===== config.mk =====
export PLATFORM = sky130hd
export DESIGN_NAME = pipe_stall_ctrl
export DESIGN_NICKNAME = d
export VERILOG_FILES = /design/src/rtl/pipe_stall_ctrl_pkg.sv /design/src/rtl/pipe_stall_ctrl_multi_cycle_counter.sv /design/src/rtl/pipe_stall_ctrl.sv
export SDC_FILE = /design/constraint.sdc
export NUM_CORES = 1
export LEC_CHECK = 0
export BUFFER_PORTS_ARGS = -buffer_cell sky130_fd_sc_hd__buf_4
export CAP_MARGIN = 0
export CORE_MARGIN = 2
export CORE_UTILIZATION = 32
export CTS_CLUSTER_DIAMETER = 40
export DETAILED_ROUTE_END_ITERATION = 10
export HOLD_SLACK_MARGIN = 0.05
export PLACE_DENSITY = 0.87
export SLEW_MARGIN = 20
export SYNTH_ARGS = -nofsm -noshare
export SYNTH_HDL_FRONTEND = slang
export SYNTH_SLANG_ARGS = --single-unit
export TNS_END_PERCENT = 5

===== constraint.sdc =====
create_clock -name clk -period 2.7 [get_ports clk]
set_input_delay 0.54 -clock clk [delete_from_list [all_inputs] [get_ports clk]]
set_output_delay 0.54 -clock clk [all_outputs]
set_load 0.01 [all_outputs]

===== src/rtl/pipe_stall_ctrl_pkg.sv =====
// Purpose : shared stall masks, exception codes and FSM state type for the pipeline controller.
// Latency : n/a (definitions only).
// Backpressure: n/a; stall bit order is [0]=PC [1]=IF [2]=ID [3]=EX [4]=MEM [5]=WB.
package pipe_stall_ctrl_pkg;

  localparam int STALL_W = 6;

  localparam logic [STALL_W-1:0] STALL_NONE = 6'b000000;
  localparam logic [STALL_W-1:0] STALL_ID   = 6'b000111;  // hold PC, IF, ID
  localparam logic [STALL_W-1:0] STALL_EX   = 6'b001111;  // hold PC, IF, ID, EX

  localparam logic [31:0] EXC_NONE = 32'h0000_0000;
  localparam logic [31:0] EXC_ERET = 32'h0000_000e;

  localparam logic        RstEnable = 1'b1;
  localparam logic [31:0] ZeroWord  = 32'h0000_0000;

  typedef enum logic {
    RUN   = 1'b0,
    MULTI = 1'b1
  } ctrl_state_e;

endpackage


===== src/rtl/pipe_stall_ctrl_multi_cycle_counter.sv =====
// Purpose : down-counter that tracks remaining stall cycles of a multi-cycle EX op.
// Latency : load/decrement take effect on the next edge; last_o is combinational from the count.
// Backpressure: none; clr beats load, load beats dec.
// Ports: clk, rst (sync, active-high), clr_i, load_i/load_val_i, dec_i, last_o (count == 1).
module pipe_stall_ctrl_multi_cycle_counter
  import pipe_stall_ctrl_pkg::*;
#(
  parameter int CNT_W = 6
) (
  input  logic             clk,
  input  logic             rst,
  input  logic             clr_i,
  input  logic             load_i,
  input  logic [CNT_W-1:0] load_val_i,
  input  logic             dec_i,
  output logic             last_o
);

  logic [CNT_W-1:0] cnt_q, cnt_d;

  always_comb begin
    cnt_d = cnt_q;
    if (clr_i) begin
      cnt_d = '0;
    end else if (load_i) begin
      cnt_d = load_val_i;
    end else if (dec_i && (cnt_q != '0)) begin
      cnt_d = cnt_q - CNT_W'(1);
    end
  end

  always_ff @(posedge clk) begin
    if (rst == RstEnable) begin
      cnt_q <= '0;
    end else begin
      cnt_q <= cnt_d;
    end
  end

  assign last_o = (cnt_q == CNT_W'(1));

endmodule


===== src/rtl/pipe_stall_ctrl.sv =====
// Purpose : merges stage stall requests, sequences multi-cycle EX ops, flushes/redirects on exception or eret.
// Latency : stall/flush/new_pc/busy are same-cycle combinational; state and count update on the next edge.
// Backpressure: stall vector holds PC..EX while a multi-cycle op runs; exception flush overrides every stall.
// Ports: clk, rst (sync, active-high), stallreq_from_id/ex, ex_multi_start/cycles, excepttype_i, cp0_epc_i
//        -> stall[5:0], flush, new_pc, busy. Optional macro STALL_PERF_CNT_EN adds perf_stall_cycles
//        (cycles with stall and no flush) and perf_flush_count (flush cycles); both wrap.
module pipe_stall_ctrl
  import pipe_stall_ctrl_pkg::*;
#(
  parameter int          CNT_W      = 6,
  parameter logic [31:0] EXC_VECTOR = 32'h0000_0020
) (
  input  logic               clk,
  input  logic               rst,
  input  logic               stallreq_from_id,
  input  logic               stallreq_from_ex,
  input  logic               ex_multi_start,
  input  logic [CNT_W-1:0]   ex_multi_cycles,
  input  logic [31:0]        excepttype_i,
  input  logic [31:0]        cp0_epc_i,
  output logic [STALL_W-1:0] stall,
  output logic               flush,
  output logic [31:0]        new_pc,
`ifdef STALL_PERF_CNT_EN
  output logic [31:0]        perf_stall_cycles,
  output logic [15:0]        perf_flush_count,
`endif
  output logic               busy
);

  ctrl_state_e state_q, state_d;
  logic        start_ok;
  logic        cnt_clr, cnt_load, cnt_dec, cnt_last;

  // A start with a zero length, or one arriving while already in MULTI, is ignored.
  assign start_ok = (state_q == RUN) && ex_multi_start && (ex_multi_cycles != '0);
  assign busy     = (rst != RstEnable) && ((state_q == MULTI) || start_ok);

  always_comb begin
    state_d  = state_q;
    stall    = STALL_NONE;
    flush    = 1'b0;
    new_pc   = ZeroWord;
    cnt_clr  = 1'b0;
    cnt_load = 1'b0;
    cnt_dec  = 1'b0;
    if (rst == RstEnable) begin
      state_d = RUN;
      cnt_clr = 1'b1;
    end else if (excepttype_i != EXC_NONE) begin
      // Exception aborts any running op and discards a same-cycle start.
      flush   = 1'b1;
      new_pc  = (excepttype_i == EXC_ERET) ? cp0_epc_i : EXC_VECTOR;
      state_d = RUN;
      cnt_clr = 1'b1;
    end else if (state_q == MULTI) begin
      stall   = STALL_EX;
      cnt_dec = 1'b1;
      if (cnt_last) state_d = RUN;
    end else if (start_ok) begin
      // The start cycle is stall cycle 1, so MULTI only needs N-1 more.
      stall = STALL_EX;
      if (ex_multi_cycles != CNT_W'(1)) begin
        cnt_load = 1'b1;
        state_d  = MULTI;
      end
    end else if (stallreq_from_ex) begin
      stall = STALL_EX;
    end else if (stallreq_from_id) begin
      stall = STALL_ID;
    end
  end

  always_ff @(posedge clk) begin
    if (rst == RstEnable) begin
      state_q <= RUN;
    end else begin
      state_q <= state_d;
    end
  end

  pipe_stall_ctrl_multi_cycle_counter #(.CNT_W(CNT_W)) u_multi_cnt (
    .clk        (clk),
    .rst        (rst),
    .clr_i      (cnt_clr),
    .load_i     (cnt_load),
    .load_val_i (ex_multi_cycles - CNT_W'(1)),
    .dec_i      (cnt_dec),
    .last_o     (cnt_last)
  );

`ifdef STALL_PERF_CNT_EN
  logic [31:0] perf_stall_q;
  logic [15:0] perf_flush_q;

  always_ff @(posedge clk) begin
    if (rst == RstEnable) begin
      perf_stall_q <= '0;
      perf_flush_q <= '0;
    end else begin
      if ((stall != STALL_NONE) && !flush) perf_stall_q <= perf_stall_q + 32'd1;
      if (flush) perf_flush_q <= perf_flush_q + 16'd1;
    end
  end

  assign perf_stall_cycles = perf_stall_q;
  assign perf_flush_count  = perf_flush_q;
`endif

  // A new start while a multi-cycle op is counting is a protocol error upstream.
  always_ff @(posedge clk) begin
    if ((rst != RstEnable) && (state_q == MULTI) && (excepttype_i == EXC_NONE)) begin
      assert (!ex_multi_start);
    end
  end

endmodule


Word level (Yosys, flattened, before mapping)
Index checks and enable logic that the tools add are counted.
- output and inout bits: 40
- register bits after elaboration: 7
- bitwise operators: 2
- equal/unequal tests: 3
- muxes and demuxes: 24
- add/subtract/negate cells: 2
- reduce and logical (&&, ||, !) cells: 11
- operators by type and width (operator ; count):
    $mux 32 ; 3
    $eq 32x4->1 const B ; 1
    $reduce_bool 32->1 ; 1
    $mux 6 ; 3
    $mux 4 ; 4
    $mux 1 ; 13
    $reduce_bool 6->1 ; 2
    $sub 6x1->6 const B ; 2
    $eq 6x1->1 const B ; 1
    $ne 6x1->1 const B ; 1
    $logic_and 1x1->1 ; 4
    $reduce_or 2->1 ; 2
    $mux 3 ; 1
    $not 1->1 ; 2
    $reduce_bool 2->1 ; 1
    $logic_or 1x1->1 ; 1

Depth between registers and ports, before layout
- word-level depth: 8
- gate-level depth with buffers: 6
- depth with buffers taken out: 6

By module
A second synthesis with hierarchy kept.
- cells, all modules: 137
- area, all modules: 940.9 µm²
- modules (own cells, without submodules) (module ; cells each ; times used ; area an instance (µm²)):
    pipe_stall_ctrl ; 92 ; 1 ; 570.5
    pipe_stall_ctrl_multi_cycle_counter ; 45 ; 1 ; 370.4

Least setup slack after synthesis
Ideal clock, no wire load.
- path type: input port to output port
- start: input port excepttype_i[9]
- end: output port stall[1]
- stages on the path: 6
- arrival: 2.109 ns
- slack: 0.051 ns
- cells stage by stage: nor4_1 > nand4_1 > or4_1 > buf_6 > a21oi_1 > buf_4
- longest elaborated chain between the ends: 3
- RTL lines (item ; line ; text):
    start, declared ; pipe_stall_ctrl.sv:19 ; input logic [31:0] excepttype_i,
    $reduce_bool 32->1 ; pipe_stall_ctrl.sv:50 ; end else if (excepttype_i != EXC_NONE) begin
    $mux 4 ; pipe_stall_ctrl.sv:50 ;
    $mux 6 ; pipe_stall_ctrl.sv:47 ; if (rst == RstEnable) begin
    end, declared ; pipe_stall_ctrl.sv:21 ; output logic [STALL_W-1:0] stall,
No other way between the ends.

Worst setup path after layout
- start: input port excepttype_i[9]
- end: output port new_pc[10]
- longest elaborated chain between the ends: 4
- elaborated cells between the ends (all ways): 5
- those cells by class: eq/ne (1); mux (3); reduce/logical (1)
- RTL lines (item ; line ; text):
    $eq 32x4->1 ; pipe_stall_ctrl.sv:53 ; new_pc = (excepttype_i == EXC_ERET) ? cp0_epc_i : EXC_VECTOR;
    $mux 32 ; pipe_stall_ctrl.sv:53 ;
    $mux 32 * ; pipe_stall_ctrl.sv:50 ;
    $mux 32 * ; pipe_stall_ctrl.sv:47 ;
    end, declared ; pipe_stall_ctrl.sv:23 ; output logic [31:0] new_pc,
Every way passes the cells marked *; elsewhere a longest branch is shown, timed or not.

==> metrics <==
outcome=finished clean; TritonCTS buffer count=3; # Post-CTS Setup Buffers=0; count of endpoints failing hold in the final timing report=0; clock insertion delay at the later pin of the skew report=0.26 ns; worst clock skew=~0.0042 ns; post-synthesis instance area=920 µm²; fraction of layout cells with a size suffix above 1=between 50% and 60%; Std-Cell Rows=19; area of the core region=roughly 2700 µm²; CP Launch Type=input port; number of buffers on the longest clock path=2; R2R cell count=6; total global routing overflow=0; Post-Route WL=3850 µm; chip height=around 58 µm; time the final worst path needs with I/O delays and setup=2.59 ns; average vias per placed instance=a little under 5; terminating pin of the worst hold path=u_multi_cnt.cnt_q[5]; Data required, critical path=about 2.2 ns; TritonCTS sink count=7; capture instance of the worst register-to-register path=u_multi_cnt.cnt_q[2]; number of nets with antenna violations after routing=0; post-route fraction of the period consumed by the critical path=95.9%; predominant post-synthesis flop cell=sky130_fd_sc_hd__dfxtp_1; cell depth of the worst hold path=2; number of DRC violations after detailed-routing iteration 0=35; Max Transition Viols Final=0; type of the setup path with the least slack=input port to output port; layer with the highest usage after global routing=met2; leading cell type in the layout, fill and taps excluded=sky130_fd_sc_hd__buf_4; horizontal extent of the die=57.6 µm; Worst VDD drop=0.000140 V; final core occ=roughly 68%; number of detailed-routing iterations run before antenna repair=4; final total negative setup slack=0 ns; die area=3320 µm²; antenna violations before repair=0; Antenna Diode Count=0; Peak Freq=slightly below 0.4 GHz; fraction of registers with async set or reset after synthesis=0%; placed instance count=270; origin of the worst min-delay path=u_multi_cnt.cnt_q[5]; PwrDens=177 nW/µm²; total of fill cells in the finished design=232; Starting Density=33.6%; RR Startpoint=u_multi_cnt.cnt_q[1]; max-cap viol count=0; met2 routing resource usage after global routing=41.2%; largest net degree at the start of global routing=19; global-route track usage on met3=5.36%; Boundary Pins=115; maximum fanout along the worst path=13; gate count of the mapped netlist=128; slew at the pin with the worst max-slew slack=0.642 ns; nature of the critical path endpoint=output port; proportion of synthesized chip area in sequential cells=15.2%; per-instance average area after synthesis=7.18 µm²; TritonCTS clock tree=yes; GRT Util Overall=22.5%; via count=1353; number of port buffers=112; number of H-tree levels=1; buffer type at the clock tree root=sky130_fd_sc_hd__clkbuf_4; Slew headroom=56.6%; GPL Wtd Cong=0.779; register bit total from synthesis=7; net total in the final layout=326; slack of the worst reg-to-reg path=roughly 0.95 ns; first-pass GRT wire length=5780 µm; Area growth, synth to finish=102%; post-route DRC violation count=0; clock slew seen by the registers of the worst setup and hold paths=0.05 ns; Yosys warning count=0; number of enable-type register cells in the synthesized netlist=0; average wire length per cell after detail routing=about 14 µm; leakage power total=approximately 0.00095 µW; type of the tightest min-delay check=flop to flop; top library cells by usage in the layout, fill and taps aside=119 x sky130_fd_sc_hd__buf_4, 31 x sky130_fd_sc_hd__and2_1, 11 x sky130_fd_sc_hd__nor2_1; Global Route met1 Usage=around 25%; setup violation total in the final timing report=0; via count of the first global-routing pass=1292; post-route worst hold slack=0.544 ns; data arrival time of the critical path=2.05 ns; Detailed Place HPWL=3390 µm; Final Instance Count excl. Fillers=275; Synth cell types=33
[worst max-delay path: stages]
cell and delay [ns]:
sky130_fd_sc_hd__buf_4 0.11, sky130_fd_sc_hd__nor4_1 0.29, sky130_fd_sc_hd__nand4_1 0.16, sky130_fd_sc_hd__buf_4 0.18, sky130_fd_sc_hd__nor4_4 0.27, sky130_fd_sc_hd__buf_4 0.22
sky130_fd_sc_hd__and2_1 0.16, sky130_fd_sc_hd__buf_4 0.12
[routing by layer]
| layer | wire [µm] | vias up |
|---|---|---|
| li1 | - | 681 |
| met1 | 1430 | 598 |
| met2 | 2030 | 65 |
| met3 | 332 | 9 |
| met4 | 62 | 0 |
| met5 | 0 | - |
[cells in the mapped netlist, drive strengths merged, types with 2 or more instances]
library cell / n / area share [%]
a211oi: 9 / 7.3
a21oi: 6 / 3.3
and2: 31 / 21
buf: 5 / 4.5
clkbuf: 4 / 1.8
dfxtp: 7 / 15
ha: 6 / 8.2
inv: 5 / 2.0
nand2: 4 / 1.6
nand4: 2 / 1.4
nor2: 11 / 4.5
nor3: 7 / 3.8
nor4: 9 / 6.1
or3: 2 / 1.4
xnor2: 3 / 2.9
xor2: 2 / 1.9
[through the flow]
| step | total power (µW) | instance area, µm² | setup slack [ns] |
|---|---|---|---|
| after global routing | 340 | 1850 | -0.00460 |
| after CTS | 325 | 1830 | 0.0580 |
| after detailed placement | 227 | 1800 | 0.0671 |
| after floorplan | 134 | 923 | 0.0507 |
| after global placement | 224 | 1800 | 0.0778 |
| final | 328 | 1850 | 0.112 |
[kinds of logic (layout without fill, tap and decap cells)]
kind of cell,Yosys count,after routing,synth area share [%]
compound gates,22,22,17.3
flops,7,7,15.2
buf+inv,14,129,8.30
other cells,1,2,0.408
fa+ha+maj,6,6,8.16
simple gates,73,73,45.8
xor+xnor,5,5,4.76
[worst max-delay path by stage]
stage          slack (ns)         end              from
2_1_floorplan        0.05    stall[1]   excepttype_i[9]
3_3_place_gp         0.08    stall[0]  excepttype_i[24]
3_5_place_dp         0.07  new_pc[22]  excepttype_i[16]
4_1_cts              0.06  new_pc[22]  excepttype_i[16]
5_1_grt            -0.005  new_pc[10]  excepttype_i[24]
6_report             0.11  new_pc[10]   excepttype_i[9]
[registers in the layout (all words and copies together) (netlist names)]
signal             count
u_multi_cnt.cnt_q      6
state_q                1
[layout make-up]
class	instances	area, µm²	share of cell area, %
Clock buffer	4	26.3	1.42
Inverter	5	18.8	1.01
Multi-Input combinational cell	108	732	39.5
Sequential cell	7	140	7.56
Tap cell	31	38.8	2.09
Timing Repair Buffer	120	898	48.4
[where the power goes]
part / internal, µW / leakage [µW] / switching, µW
sequential: 103 / 0.0000563 / 0.0000000189
clock: 56.7 / 0.0000150 / 43.8
combinational: 83.4 / 0.000877 / 40.5
total: 244 / 0.000948 / 84.3
[what timing repair did]
| item | in CTS | in global routing |
|---|---|---|
| gates resized for setup | 0 | 4 |
| endpoints found under the setup margin | 0 | 24 |
| hold buffers | 0 | 0 |
Note: power is estimated with default switching activity, not from simulation.
